## src/rtl/crossbar4_pkg.sv

```systemverilog
// Shared constants, output-FSM state type and the round-robin picker
// used by the 4x4 crossbar request arbiter.
package crossbar4_pkg;

    localparam int N_PORTS = 4;
    localparam int PORT_W  = 2;

    typedef enum logic [1:0] {
        IDLE    = 2'd0,
        GRANT   = 2'd1,
        RELEASE = 2'd2
    } arb_state_e;

    // First set bit of cand in the order ptr+1, ptr+2, ptr+3, ptr (mod 4).
    // Later loop iterations override earlier ones, so the nearest candidate wins.
    function automatic logic [PORT_W-1:0] rr_pick(input logic [N_PORTS-1:0] cand,
                                                  input logic [PORT_W-1:0]  ptr);
        logic [PORT_W-1:0] idx;
        rr_pick = ptr;
        for (int k = N_PORTS; k >= 1; k--) begin
            idx = ptr + PORT_W'(k);
            if (cand[idx]) rr_pick = idx;
        end
    endfunction

endpackage

```

## src/rtl/crossbar4_out_arbiter.sv

```systemverilog
// One crossbar output: IDLE/GRANT/RELEASE FSM with round-robin pointer
// and saturating hold counter. All outputs are flops.
module crossbar4_out_arbiter
    import crossbar4_pkg::*;
#(
    parameter int MAX_HOLD = 64
) (
    input  logic                clk,
    input  logic                hard_reset,
    input  logic [N_PORTS-1:0]  cand,
    input  logic [N_PORTS-1:0]  req,
    output logic                busy,
    output logic [PORT_W-1:0]   sel,
    output logic [N_PORTS-1:0]  ack,
    output logic [N_PORTS-1:0]  timeout,
    output arb_state_e          state
);

    localparam int CNT_W = (MAX_HOLD < 1) ? 1 : $clog2(MAX_HOLD + 1);
    localparam bit HOLD_EN = (MAX_HOLD != 0);
    localparam logic [CNT_W-1:0] HOLD_LAST = CNT_W'((MAX_HOLD > 0) ? MAX_HOLD - 1 : 0);

    arb_state_e          state_q, state_d;
    logic [PORT_W-1:0]   owner_q, owner_d;
    logic [PORT_W-1:0]   ptr_q, ptr_d;
    logic [CNT_W-1:0]    cnt_q, cnt_d;
    logic                busy_q, busy_d;
    logic [PORT_W-1:0]   sel_q, sel_d;
    logic [N_PORTS-1:0]  ack_q, ack_d;
    logic [N_PORTS-1:0]  timeout_q, timeout_d;
    logic [PORT_W-1:0]   pick;

    always_comb begin
        state_d   = state_q;
        owner_d   = owner_q;
        ptr_d     = ptr_q;
        cnt_d     = cnt_q;
        timeout_d = '0;
        pick      = rr_pick(cand, ptr_q);
        case (state_q)
            // RELEASE is the one dead cycle; arbitration may grant at its closing edge.
            IDLE, RELEASE: begin
                state_d = IDLE;
                if (|cand) begin
                    state_d = GRANT;
                    owner_d = pick;
                    ptr_d   = pick;
                    cnt_d   = '0;
                end
            end
            GRANT: begin
                if (cnt_q != {CNT_W{1'b1}}) cnt_d = cnt_q + CNT_W'(1);
                if (!req[owner_q]) begin
                    state_d = RELEASE;
                end else if (HOLD_EN && cnt_q == HOLD_LAST) begin
                    state_d              = RELEASE;
                    timeout_d[owner_q]   = 1'b1;
                end
            end
            default: state_d = IDLE;
        endcase
        busy_d = (state_d == GRANT);
        sel_d  = busy_d ? owner_d : '0;
        ack_d  = '0;
        if (busy_d) ack_d[owner_d] = 1'b1;
    end

    always_ff @(posedge clk) begin
        if (hard_reset) begin
            state_q   <= IDLE;
            owner_q   <= '0;
            ptr_q     <= PORT_W'(N_PORTS - 1);
            cnt_q     <= '0;
            busy_q    <= 1'b0;
            sel_q     <= '0;
            ack_q     <= '0;
            timeout_q <= '0;
        end else begin
            state_q   <= state_d;
            owner_q   <= owner_d;
            ptr_q     <= ptr_d;
            cnt_q     <= cnt_d;
            busy_q    <= busy_d;
            sel_q     <= sel_d;
            ack_q     <= ack_d;
            timeout_q <= timeout_d;
        end
    end

    assign busy    = busy_q;
    assign sel     = sel_q;
    assign ack     = ack_q;
    assign timeout = timeout_q;
    assign state   = state_q;

endmodule

```

## src/rtl/crossbar4_arbiter.sv

```systemverilog
// 4x4 crossbar request arbiter: builds per-output candidate vectors, tracks
// timeout blocking per input and merges the four output arbiters.
module crossbar4_arbiter
    import crossbar4_pkg::*;
#(
    parameter int MAX_HOLD = 64
) (
    input  logic                        clk,
    input  logic                        hard_reset,
    input  logic [N_PORTS-1:0]          req,
    input  logic [N_PORTS*PORT_W-1:0]   dest,
    output logic [N_PORTS-1:0]          ack,
    output logic [N_PORTS-1:0]          out_busy,
    output logic [N_PORTS*PORT_W-1:0]   out_sel,
    output logic [N_PORTS-1:0]          timeout,
    output logic [N_PORTS*PORT_W-1:0]   dbg_state
);

    logic [N_PORTS-1:0]  cand      [N_PORTS];
    logic [N_PORTS-1:0]  ack_j     [N_PORTS];
    logic [N_PORTS-1:0]  timeout_j [N_PORTS];
    logic [PORT_W-1:0]   sel_j     [N_PORTS];
    logic                busy_j    [N_PORTS];
    arb_state_e          state_j   [N_PORTS];
    logic [N_PORTS-1:0]  blocked_q, blocked_d;

    // timeout is the registered pulse, so it also blocks during the cycle before blocked_q catches up.
    always_comb begin
        for (int j = 0; j < N_PORTS; j++) begin
            cand[j] = '0;
            for (int i = 0; i < N_PORTS; i++) begin
                cand[j][i] = req[i] && (dest[PORT_W*i +: PORT_W] == PORT_W'(j))
                             && !ack[i] && !blocked_q[i] && !timeout[i];
            end
        end
    end

    always_comb begin
        blocked_d = req & (blocked_q | timeout);
    end

    always_ff @(posedge clk) begin
        if (hard_reset) begin
            blocked_q <= '0;
        end else begin
            blocked_q <= blocked_d;
        end
    end

    for (genvar j = 0; j < N_PORTS; j++) begin : g_out
        crossbar4_out_arbiter #(
            .MAX_HOLD (MAX_HOLD)
        ) u_arb (
            .clk        (clk),
            .hard_reset (hard_reset),
            .cand       (cand[j]),
            .req        (req),
            .busy       (busy_j[j]),
            .sel        (sel_j[j]),
            .ack        (ack_j[j]),
            .timeout    (timeout_j[j]),
            .state      (state_j[j])
        );
    end

    // Each input targets one output, so the per-output one-hots never overlap.
    always_comb begin
        ack       = '0;
        timeout   = '0;
        out_busy  = '0;
        out_sel   = '0;
        dbg_state = '0;
        for (int j = 0; j < N_PORTS; j++) begin
            ack                          = ack | ack_j[j];
            timeout                      = timeout | timeout_j[j];
            out_busy[j]                  = busy_j[j];
            out_sel[PORT_W*j +: PORT_W]  = sel_j[j];
            dbg_state[PORT_W*j +: PORT_W] = state_j[j];
        end
    end

endmodule

```

## config.mk

```make
export PLATFORM = sky130hd
export DESIGN_NAME = crossbar4_arbiter
export DESIGN_NICKNAME = d
export VERILOG_FILES = /design/src/rtl/crossbar4_pkg.sv /design/src/rtl/crossbar4_out_arbiter.sv /design/src/rtl/crossbar4_arbiter.sv
export SDC_FILE = /design/constraint.sdc
export NUM_CORES = 1
export LEC_CHECK = 0
export CAP_MARGIN = 20
export CORE_AREA = 2 2 118 120
export CTS_BUF_LIST = sky130_fd_sc_hd__clkbuf_16
export CTS_CLUSTER_DIAMETER = 40
export DETAILED_ROUTE_END_ITERATION = 6
export DIE_AREA = 0 0 120 122
export SLEW_MARGIN = 20
export SYNTH_ARGS = -nofsm -noshare
export SYNTH_HDL_FRONTEND = slang
export SYNTH_SLANG_ARGS = --single-unit
export TNS_END_PERCENT = 50
```

## constraint.sdc

```tcl
create_clock -name clk -period 3.35 [get_ports clk]
set_input_delay 0.335 -clock clk [delete_from_list [all_inputs] [get_ports clk]]
set_output_delay 0.335 -clock clk [all_outputs]
set_load 0.01 [all_outputs]
```

==> metrics.md <==
| Metric | Value |
|---|---|
| Worst-path clk slew | `0.07 ns` |
| Yosys warning total | `0` |
| Unrepaired setup endpoints after global routing | `no` |
| Worst-path cell chain | `or4_1 -> nor4_2 -> a21oi_1 -> nor4_2 -> mux2_2 -> a21oi_2 -> and3_1` |
| Layout cell share with drive strength beyond 1 | `10.64%` |
| Crit path DAT | `3.29 ns` |
| Crit-path max cell delay | `0.70 ns` |
| Detailed Place HPWL | `8271 um` |
| CTS Root Cell | `clkbuf_16` |
| CTS H-tree depth | `3` |
| Synth cell types | `65` |
| CTS tree | `built` |
| Fmax | `0.3348 GHz` |
| Overall power | `3.499 mW` |
| Yosys reg bits | `100` |
| GR met3 Demand/Resource | `2.715%` |
| Slew @ Worst Pin | `1.033 ns` |
| Router iterations before antenna repair | `4` |
| Final period util | `89.17%` |
| Pin count of the biggest net entering global routing | `54` |
| Final antenna diode count | `0` |
| Syn Std Cell Area | `0.004586 mm2` |
| Syn Area/Cell | `8.836 um2` |
| CP Class | `flop to flop` |
| Total GRT Usage | `15.81%` |
| Hold crit path type | `flop to flop` |
| Port-buffer cells | `41` |
| Global-route wire length before repair | `17870 um` |
| Dominant synthesized flop cell | `dfxtp_1` |
| Logic pwr share | `27.2%` |
| Skew final | `0.007794 ns` |
| Pleak | `2.131 nW` |
| ANT nets after route | `0` |
| Worst-Skew Late Latency | `0.36 ns` |
| Syn_nets | `537` |
| Internal Pwr Total | `2.382 mW` |
| Final WS setup | `0.3630 ns` |
| Post-synthesis sequential area ratio | `43.66%` |
| CTS Sinks | `100` |
| Critical Path End Type | `flop` |
| Residual DRC | `0` |
| CP most frequent cell | `nor4_2` |
| Max-slew violations | `0` |
| Die Footprint | `0.01464 mm2` |
| Crit path max fanout | `7` |
| Outcome | `finished clean` |
| Met1 Resource Use GR | `20.32%` |
| Tmin final | `2.987 ns` |
| Core Rows | `43` |
| CP delay by family, top | `simple AND/OR/NAND/NOR gates` |
| Worst EP required | `3.65 ns` |
| Fin Setup TNS | `0 ns` |
| Num CTS Buffers | `9` |
| Final WL | `11110 um` |
| Syn Inst Count | `519` |
| Die span in x | `120 um` |
| Global route overflow | `0` |
| First-iteration detailed-routing DRC count | `181` |
| Part of the power in registers | `40.5%` |
| Worst Path Buf+Inv | `0` |
| Critical Path Source Type | `flop` |
| Post-CTS setup buffers | `0` |
| Post-synth EDFFs | `0` |
| Most Used Layer, Global Route | `met2` |
| Fin util | `40.88%` |
| P per Cell Area | `633.9 mW/mm2` |
| Sw Pwr | `1.117 mW` |
| Post-CTS Resized | `0` |
| Most common cell after layout, fill and taps aside | `dfxtp_1` |
| Die H | `122 um` |
| Slowest CP cell | `or4_1` |
| Clk buf depth | `2` |
| Setup Viol. Count Final | `0` |
| Ys async rst share | `0%` |
| Power share of the clock group | `32.3%` |
| Final nets | `577` |
| Commonest cells after routing, fill and taps aside | `100 x dfxtp_1, 70 x nor2_1, 40 x clkdlybuf4s50_1` |
| Core Box Area | `0.01350 mm2` |
| Total number of vias | `3839` |
| Rel. slew slack | `31.13%` |
| Sw frac | `31.91%` |
| Vias in the first global route | `3636` |
| Final Hold Vio Count | `0` |
| WL per Instance | `14.93 um` |
| Post-place setup slack | `0.2177 ns` |
| Layout area overhead | `20.38%` |
| Initial antenna violation count | `0` |
| Vias per inst | `5.160` |
| Hold-fix buffers, CTS | `0` |
| Number of I/O pins | `42` |
| Final GP Congestion | `0.8679` |
| Initial Util | `33.96%` |
| Total of max-cap violations | `0` |
| Met2 Use GR | `25.67%` |
| Max VDD drop | `0.2521 mV` |
| Fill count | `1334` |
path summary, 6_finish.rpt:
kind / from / to / slack, ns / cells after the start
min: g_out[3].u_arb.cnt_q[1] / g_out[3].u_arb.cnt_q[1] / 0.48 / 2
min reg2reg: g_out[3].u_arb.cnt_q[1] / g_out[3].u_arb.cnt_q[1] / 0.48 / 2
max: g_out[1].u_arb.ack[0] / g_out[1].u_arb.ack[0] / 0.36 / 7
max reg2reg: g_out[1].u_arb.ack[0] / g_out[1].u_arb.ack[0] / 0.36 / 7
Yosys cell counts, types with 9 or more instances:
cell / instances / share of area (%)
nand2_1: 30 / 2.5
nand2b_1: 14 / 1.9
xor2_1: 16 / 3.1
or4_1: 18 / 2.9
inv_1: 22 / 1.8
o21ai_0: 12 / 1.3
nand3_1: 17 / 1.9
a21oi_1: 28 / 3.1
nor3_1: 21 / 2.3
nor4_1: 9 / 1.2
and3_1: 13 / 1.8
nor2_1: 70 / 5.7
dfxtp_1: 100 / 44
clkbuf_1: 16 / 1.3
registers in the layout (all words and copies together) (netlist names):
name                 flops
g_out.u_arb.cnt_q       28
g_out.u_arb.ack         16
g_out.u_arb.timeout     16
g_out.u_arb.owner_q      8
g_out.u_arb.ptr_q        8
g_out.u_arb.sel          8
g_out.u_arb.state        8
blocked_q                4
g_out.u_arb.busy         4
cell type report:
class                   instances  area (um2)  share of cell area (%)
multi-input cells             370        2370                   42.93
flip-flops and latches        100        2002                   36.26
well taps                     180       225.2                   4.080
repair buffers                 56       518.0                   9.384
clock inverters                 7       97.59                   1.768
inverters                      22       82.58                   1.496
clock buffers                   9       225.2                   4.080
metrics by stage:
| step | cell area (um2) | cells | hold WS (ns) |
|---|---|---|---|
| 6_report | 5520 | 744 | 0.4794 |
| 5_1_grt | 5520 | 744 | 0.5043 |
| 4_1_cts | 5520 | 744 | 0.4846 |
| 3_5_place_dp | 5197 | 728 | 0.4710 |
| 3_3_place_gp | 5197 | 728 | 0.4577 |
| 2_1_floorplan | 4586 | 519 | 0.4444 |
routing by layer:
layer | up-vias | part of all wire, %
li1 | 1939 | -
met1 | 1817 | 47
met2 | 68 | 47
met3 | 15 | 3.9
met4 | 0 | 2.3
met5 | - | 0
power by group through the flow:
stage               Clock, mW  Sequential (mW)  Combinational, mW
floorplan                   0             1.43              0.647
global placement            0             1.44              0.933
detailed placement          0             1.45              0.952
CTS                      1.15             1.42              0.958
global route             1.22             1.44               1.05
finish                   1.13             1.42              0.952
kinds of logic after synthesis:
logic type / Yosys count / share of synthesized area [%]
AND/OR/NAND/NOR: 252 / 31.19
flip-flops: 100 / 43.66
AO/OA/AOI/OAI: 84 / 11.98
buffers and inverters: 49 / 4.829
XOR/XNOR: 18 / 3.438
multiplexers: 12 / 3.820
adder cells (fa/ha/maj): 4 / 1.091
worst reg2reg max path: cells and delay by family (launching register included):
kind               cells  cell delay [ns]
and+or+nand+nor        4             1.84
muxes                  1             0.38
AOI/OAI and AO/OA      2             0.40
DFF                    1             0.30
(Power assumes the default switching activity.)
